$ cat config.mk
export PLATFORM = sky130hd
export DESIGN_NAME = otter_iobus_timer_flat
export DESIGN_NICKNAME = d
export VERILOG_FILES = /design/src/rtl/otter_iobus_timer_if.sv /design/src/rtl/otter_iobus_timer.sv /design/src/flat_wrapper.sv
export SDC_FILE = /design/constraint.sdc
export NUM_CORES = 1
export LEC_CHECK = 0
export ABC_AREA = 1
export CORE_ASPECT_RATIO = 1.25
export CORE_MARGIN = 5
export CORE_UTILIZATION = 35
export CTS_CLUSTER_SIZE = 28
export DETAILED_ROUTE_END_ITERATION = 6
export HOLD_SLACK_MARGIN = 0.06
export PLACE_DENSITY = 0.57
export SLEW_MARGIN = 20
export SYNTH_ARGS = -nofsm -noshare
export SYNTH_HDL_FRONTEND = slang
export SYNTH_SLANG_ARGS = --single-unit
$ cat constraint.sdc
create_clock -name CLK -period 8.8 [get_ports CLK]
set_input_delay 1.32 -clock CLK [delete_from_list [all_inputs] [get_ports CLK]]
set_output_delay 1.32 -clock CLK [all_outputs]
set_load 0.1 [all_outputs]
$ cat src/rtl/otter_iobus_timer_if.sv
// IOBUS signal bundle between the MCU (master) and a memory-mapped peripheral (slave).
interface otter_iobus_timer_if;
  logic [31:0] IOBUS_ADDR;
  logic [31:0] IOBUS_OUT;
  logic        IOBUS_WR;
  logic [31:0] IOBUS_IN;

  modport master (output IOBUS_ADDR, output IOBUS_OUT, output IOBUS_WR, input IOBUS_IN);
  modport slave  (input IOBUS_ADDR, input IOBUS_OUT, input IOBUS_WR, output IOBUS_IN);
endinterface

$ cat src/rtl/otter_iobus_timer.sv
// Memory-mapped prescaled timer with compare match, overrun status and a level interrupt
// for the OTTER IOBUS. Read data is combinational and zero outside the register window.
module otter_iobus_timer #(
  parameter logic [31:0] BASE_ADDR = 32'h1100_0100,
  parameter int          PRESC_W   = 16,
  parameter int          CNT_W     = 32
) (
  input  logic                CLK,
  input  logic                RESET,
  otter_iobus_timer_if.slave  bus,
  output logic                INTR
);

  localparam logic [2:0] SEL_CTRL   = 3'd0;
  localparam logic [2:0] SEL_PRESC  = 3'd1;
  localparam logic [2:0] SEL_CMP    = 3'd2;
  localparam logic [2:0] SEL_COUNT  = 3'd3;
  localparam logic [2:0] SEL_STATUS = 3'd4;

  logic               en;
  logic               auto_reload;
  logic               irq_en;
  logic [PRESC_W-1:0] prescale;
  logic [PRESC_W-1:0] pcnt;
  logic [CNT_W-1:0]   compare;
  logic [CNT_W-1:0]   count;
  logic               pend;
  logic               ovr;

  logic        hit;
  logic [2:0]  sel;
  logic        wr_ctrl;
  logic        wr_presc;
  logic        wr_cmp;
  logic        wr_count;
  logic        wr_status;
  logic        tick;
  logic        match;
  logic        clr_pend;
  logic        clr_ovr;
  logic        set_ovr;
  logic [31:0] rdata;
  logic        unused_bits;

  assign hit       = (bus.IOBUS_ADDR[31:5] == BASE_ADDR[31:5]);
  assign sel       = bus.IOBUS_ADDR[4:2];
  assign wr_ctrl   = bus.IOBUS_WR && hit && (sel == SEL_CTRL);
  assign wr_presc  = bus.IOBUS_WR && hit && (sel == SEL_PRESC);
  assign wr_cmp    = bus.IOBUS_WR && hit && (sel == SEL_CMP);
  assign wr_count  = bus.IOBUS_WR && hit && (sel == SEL_COUNT);
  assign wr_status = bus.IOBUS_WR && hit && (sel == SEL_STATUS);

  // A CPU write to COUNT on a tick cycle suppresses both the increment and the match.
  assign tick     = en && (pcnt == prescale);
  assign match    = tick && !wr_count && (count == compare);
  assign clr_pend = wr_status && bus.IOBUS_OUT[0];
  assign clr_ovr  = wr_status && bus.IOBUS_OUT[1];
  assign set_ovr  = match && pend && !clr_pend;

  assign unused_bits = ^{bus.IOBUS_ADDR[1:0], bus.IOBUS_OUT};

  always_ff @(posedge CLK or posedge RESET) begin
    if (RESET) begin
      pcnt <= '0;
    end else if (!en || tick) begin
      pcnt <= '0;
    end else begin
      pcnt <= pcnt + 1'b1;
    end
  end

  // CPU writes to CTRL take precedence over the one-shot disable.
  always_ff @(posedge CLK or posedge RESET) begin
    if (RESET) begin
      en          <= 1'b0;
      auto_reload <= 1'b0;
      irq_en      <= 1'b0;
    end else if (wr_ctrl) begin
      en          <= bus.IOBUS_OUT[0];
      auto_reload <= bus.IOBUS_OUT[1];
      irq_en      <= bus.IOBUS_OUT[2];
    end else if (match && !auto_reload) begin
      en <= 1'b0;
    end
  end

  always_ff @(posedge CLK or posedge RESET) begin
    if (RESET) begin
      prescale <= '0;
      compare  <= '0;
    end else begin
      if (wr_presc) prescale <= bus.IOBUS_OUT[PRESC_W-1:0];
      if (wr_cmp)   compare  <= bus.IOBUS_OUT[CNT_W-1:0];
    end
  end

  always_ff @(posedge CLK or posedge RESET) begin
    if (RESET) begin
      count <= '0;
    end else if (wr_count) begin
      count <= bus.IOBUS_OUT[CNT_W-1:0];
    end else if (match) begin
      if (auto_reload) count <= '0;
    end else if (tick) begin
      count <= count + 1'b1;
    end
  end

  // Setting a status bit wins over clearing it in the same cycle.
  always_ff @(posedge CLK or posedge RESET) begin
    if (RESET) begin
      pend <= 1'b0;
      ovr  <= 1'b0;
    end else begin
      if (match)         pend <= 1'b1;
      else if (clr_pend) pend <= 1'b0;
      if (set_ovr)       ovr  <= 1'b1;
      else if (clr_ovr)  ovr  <= 1'b0;
    end
  end

  always_comb begin
    rdata = '0;
    if (hit) begin
      case (sel)
        SEL_CTRL:   rdata[2:0]         = {irq_en, auto_reload, en};
        SEL_PRESC:  rdata[PRESC_W-1:0] = prescale;
        SEL_CMP:    rdata[CNT_W-1:0]   = compare;
        SEL_COUNT:  rdata[CNT_W-1:0]   = count;
        SEL_STATUS: rdata[1:0]         = {ovr, pend};
        default:    rdata              = '0;
      endcase
    end
  end

  assign bus.IOBUS_IN = rdata;
  assign INTR         = pend && irq_en;

endmodule
$ cat src/flat_wrapper.sv
// flat-port wrapper written by rule: the top's interface ports become plain ports
module otter_iobus_timer_flat 
#(
  parameter logic [31:0] BASE_ADDR = 32'h1100_0100,
  parameter int          PRESC_W   = 16,
  parameter int          CNT_W     = 32
)
  (CLK, RESET, INTR, bus_IOBUS_ADDR, bus_IOBUS_OUT, bus_IOBUS_WR, bus_IOBUS_IN);
  otter_iobus_timer_if bus_i ();
  input  logic CLK;
  input  logic RESET;
  output logic INTR;
  input wire logic [$bits(bus_i.IOBUS_ADDR)-1:0] bus_IOBUS_ADDR;
  input wire logic [$bits(bus_i.IOBUS_OUT)-1:0] bus_IOBUS_OUT;
  input wire logic [$bits(bus_i.IOBUS_WR)-1:0] bus_IOBUS_WR;
  output wire logic [$bits(bus_i.IOBUS_IN)-1:0] bus_IOBUS_IN;
  assign bus_i.IOBUS_ADDR = bus_IOBUS_ADDR;
  assign bus_i.IOBUS_OUT = bus_IOBUS_OUT;
  assign bus_i.IOBUS_WR = bus_IOBUS_WR;
  assign bus_IOBUS_IN = bus_i.IOBUS_IN;
  otter_iobus_timer #(.BASE_ADDR(BASE_ADDR), .PRESC_W(PRESC_W), .CNT_W(CNT_W)) u_core (.CLK(CLK), .RESET(RESET), .bus(bus_i), .INTR(INTR));
endmodule
==> flow_metrics.tcl <==
set metrics [dict create \
    rsz0062_at_grt "false" \
    clock_skew_ps 8.24 \
    numPortBuffers 97 \
    intPower_uw 752 \
    whs_endpoint "u_core.prescale[6]$_DFFE_PP0P_" \
    place_congestion 0.844 \
    worst_hold_slack_ps 513 \
    pwr-share-comb_pct 6.3 \
    cpMostUsedCell "clkdlybuf4s50_1" \
    final_common_cell "nand2_1" \
    grt.overflow.total 0 \
    placed_area_um2 8450 \
    area_growth_pct 19.9 \
    hold_viol_final 0 \
    synthAdderAreaFrac_pct 0.342 \
    grtUsageMet2_pct 34.5 \
    worstPathArrival_ps 4530 \
    dieArea_um2 23900 \
    grt_util_met1_pct 22.0 \
    ctsHoldBuffers 0 \
    wl_mm 21.8 \
    critical_path_class "in -> out" \
    synthesis.nets 1240 \
    fillCellCount 2242 \
    r2r_setup_slack_ps 6110 \
    crit_path_start_kind "primary input" \
    cp_max_fo 15 \
    synth-xor-area-share_pct 3.35 \
    vdd_drop_max_uv 91.0 \
    startpoint "bus_IOBUS_ADDR[4]" \
    slowest_delay_ps 1160 \
    ys_ff_latch 101 \
    clock_sinks 101 \
    crit_slowest_cell "clkdlybuf4s50_1" \
    synth_cell_types 36 \
    grt_pass1_vias 7164 \
    grt_busiest_layer "met2" \
    grt_max_degree 66 \
    synth_top_family_by_area "simple AND/OR/NAND/NOR gates" \
    path_cells "clkdlybuf4s50_1, nor3_2, inv_1, o22ai_1, a21oi_1, nor2_1, clkdlybuf4s50_1" \
    cts-root-buf "clkbuf_16" \
    most-common-layout-cells "471 x nand2_1, 141 x nor2_1, 131 x inv_1" \
    drc_errors 0 \
    synth-simple-area-share_pct 40.5 \
    syn_area_per_cell_um2 6.25 \
    dr.pass1.iters 5 \
    dpl.hpwl_mm 16.2 \
    reg2reg_from "u_core.count[16]$_DFFE_PP0P_" \
    cts_tree "yes" \
    syn_inst 1171 \
    worstPathRequired_ps 7480 \
    row_count 59 \
    drt_iter0_drc 487 \
    ant_nets 0 \
    worstHoldPathCells 2 \
    timing.final.crit_period_ps 5850 \
    final_core_util_pct 42.4 \
    switchingPower_uw 223 \
    final-setup-viol-count 0 \
    rr_worst_depth 13 \
    status "completed" \
    antenna_found_initial 0 \
    hold_start "u_core.prescale[6]$_DFFE_PP0P_" \
    endpoint_kind "output port" \
    numCtsBuffers 9 \
    syn_area_um2 7320 \
    synth_seq_area_share_pct 34.5 \
    synth_warnings 0 \
    setup_slack_ps 2950 \
    wl_per_cell_um 14.4 \
    hp-class "reg -> reg" \
    maxCapViolCount 0 \
    die_h_um 172 \
    initial_utilization_pct 35.4 \
    cts.repair.resized 0 \
    finalCritPeriodShare_pct 66.5 \
    vias 7202 \
    antennaDiodeCount 0 \
    cts-htree-levels 3 \
    vias_per_cell 4.74 \
    postCtsSetupBuffers 0 \
    clock_path_buffers 2 \
    sw_frac_of_total_pct 22.8 \
    synth_mux_area_share_pct 2.31 \
    fin_area_um2 8770 \
    seqPwrFrac_pct 47.6 \
    grt_use_total_pct 18.6 \
    io_pins 100 \
    slew_violations 0 \
    p_per_area_nw_per_um2 111 \
    worstPathBufferInverterCount 3 \
    core_um2 20700 \
    grt_pass1_wl_mm 35.9 \
    slew_headroom_pct 33.0 \
    fp.dieW_um 139 \
    nNetsFinal 1308 \
    total_leakage_power_nw 4.22 \
    reg2reg_to "u_core.count[18]$_DFFE_PP0P_" \
    power_frac_clock_pct 46.1 \
    post-place-ws_ps 2910 \
    synth_compound_area_share_pct 7.18 \
    setup-tns-final_ps 0 \
    clk_latency_ps 350 \
    max_freq_ghz 0.171 \
    tightest_slew_ps 1000 \
    path_clk_slew_ps 70 \
    met3_usage_pct 2.92 \
    drive_above_1_share_pct 6.99 \
    path_delay_family "buffers and inverters" \
]
==> Yosys cell counts <==
cell type,n,area (um2)
nor4_1,1,6.26
o22ai_1,10,62.6
buf_1,2,7.51
mux2_2,15,169
nor3b_1,5,37.5
nand3_1,50,250
xor2_1,25,219
inv_1,132,495
nor3_4,1,16.3
nand2_1,471,1770
nand2_2,1,6.26
nand4_1,9,56.3
nand3b_1,7,52.6
a22oi_1,17,128
o31ai_1,2,15.0
a311oi_1,1,8.76
nor3_1,22,110
nor3_2,2,20.0
nand3_2,4,40.0
nor2_2,6,37.5
a21oi_1,13,65.1
nor2_1,141,529
a221oi_1,1,8.76
dfrtp_1,101,2530
o21ai_0,40,200
nor2_4,1,11.3
buf_6,3,33.8
inv_2,34,128
buf_2,20,100
and2_1,2,12.5
buf_4,5,37.5
clkbuf_1,15,56.3
xnor2_1,3,26.3
a31oi_1,6,37.5
nand2_4,1,11.3
ha_1,2,25.0
==> per-layer routing <==
metal  share of wire [%]  vias to the layer above  wire (um)
li1                    -                     3738          -
met1                  43                     3286       9490
met2                  51                      146      11200
met3                 3.2                       32        699
met4                 2.3                        0        501
met5                   0                        -          0
==> power groups by stage <==
stage,clock [mW],combinational (mW),sequential [mW]
floorplan,0,0.0194,0.473
detailed placement,0,0.0631,0.473
global route,0.475,0.0683,0.464
global placement,0,0.0630,0.473
CTS,0.462,0.0634,0.464
finish,0.449,0.0618,0.464
==> cell type report <==
type | instances | area, um2 | area share (%)
clock buffers | 11 | 243 | 2.77
clock inverters | 5 | 82.6 | 0.942
inverters | 166 | 626 | 7.13
multi-input cells | 859 | 3940 | 44.9
flip-flops and latches | 101 | 2530 | 28.8
well taps | 274 | 343 | 3.91
repair buffers | 102 | 1010 | 11.5
==> kinds of logic (layout without fill, tap and decap cells) <==
group / after synthesis / in the layout
buffers and inverters: 211 / 284
muxes: 15 / 15
adders and majority gates: 2 / 2
xor gates and xnor gates: 28 / 28
AOI/OAI and AO/OA: 90 / 90
DFF: 101 / 101
and+or+nand+nor: 724 / 724
==> registers in the layout, summed over array words and instances, names as in the netlist <==
signal and flops:
u_core.auto_reload 1, u_core.ovr 1, u_core.pend 1, u_core.en 1
u_core.prescale 16, u_core.irq_en 1, u_core.compare 32, u_core.count 32
u_core.pcnt 16
==> through the flow <==
step	total power [mW]	std cells
after global placement	0.536	1502
final	0.975	1518
after global routing	1.01	1518
after floorplan	0.492	1171
after detailed placement	0.536	1502
after CTS	0.989	1518
==> worst max-delay path by stage <==
stage,depth (start not counted),endpoint
after floorplan,4,bus_IOBUS_IN[2]
after global placement,7,bus_IOBUS_IN[6]
after detailed placement,7,bus_IOBUS_IN[6]
after CTS,7,bus_IOBUS_IN[6]
after global routing,7,bus_IOBUS_IN[6]
final,7,bus_IOBUS_IN[6]
==> worst register-to-register path: cells and delay by family, from the launching register on <==
| kind | cells | cell delay, ps |
|---|---|---|
| buffers and inverters | 2 | 490 |
| flip-flops | 1 | 480 |
| AND/OR/NAND/NOR | 11 | 1620 |
No activity file was read; power rests on OpenSTA's default activity.
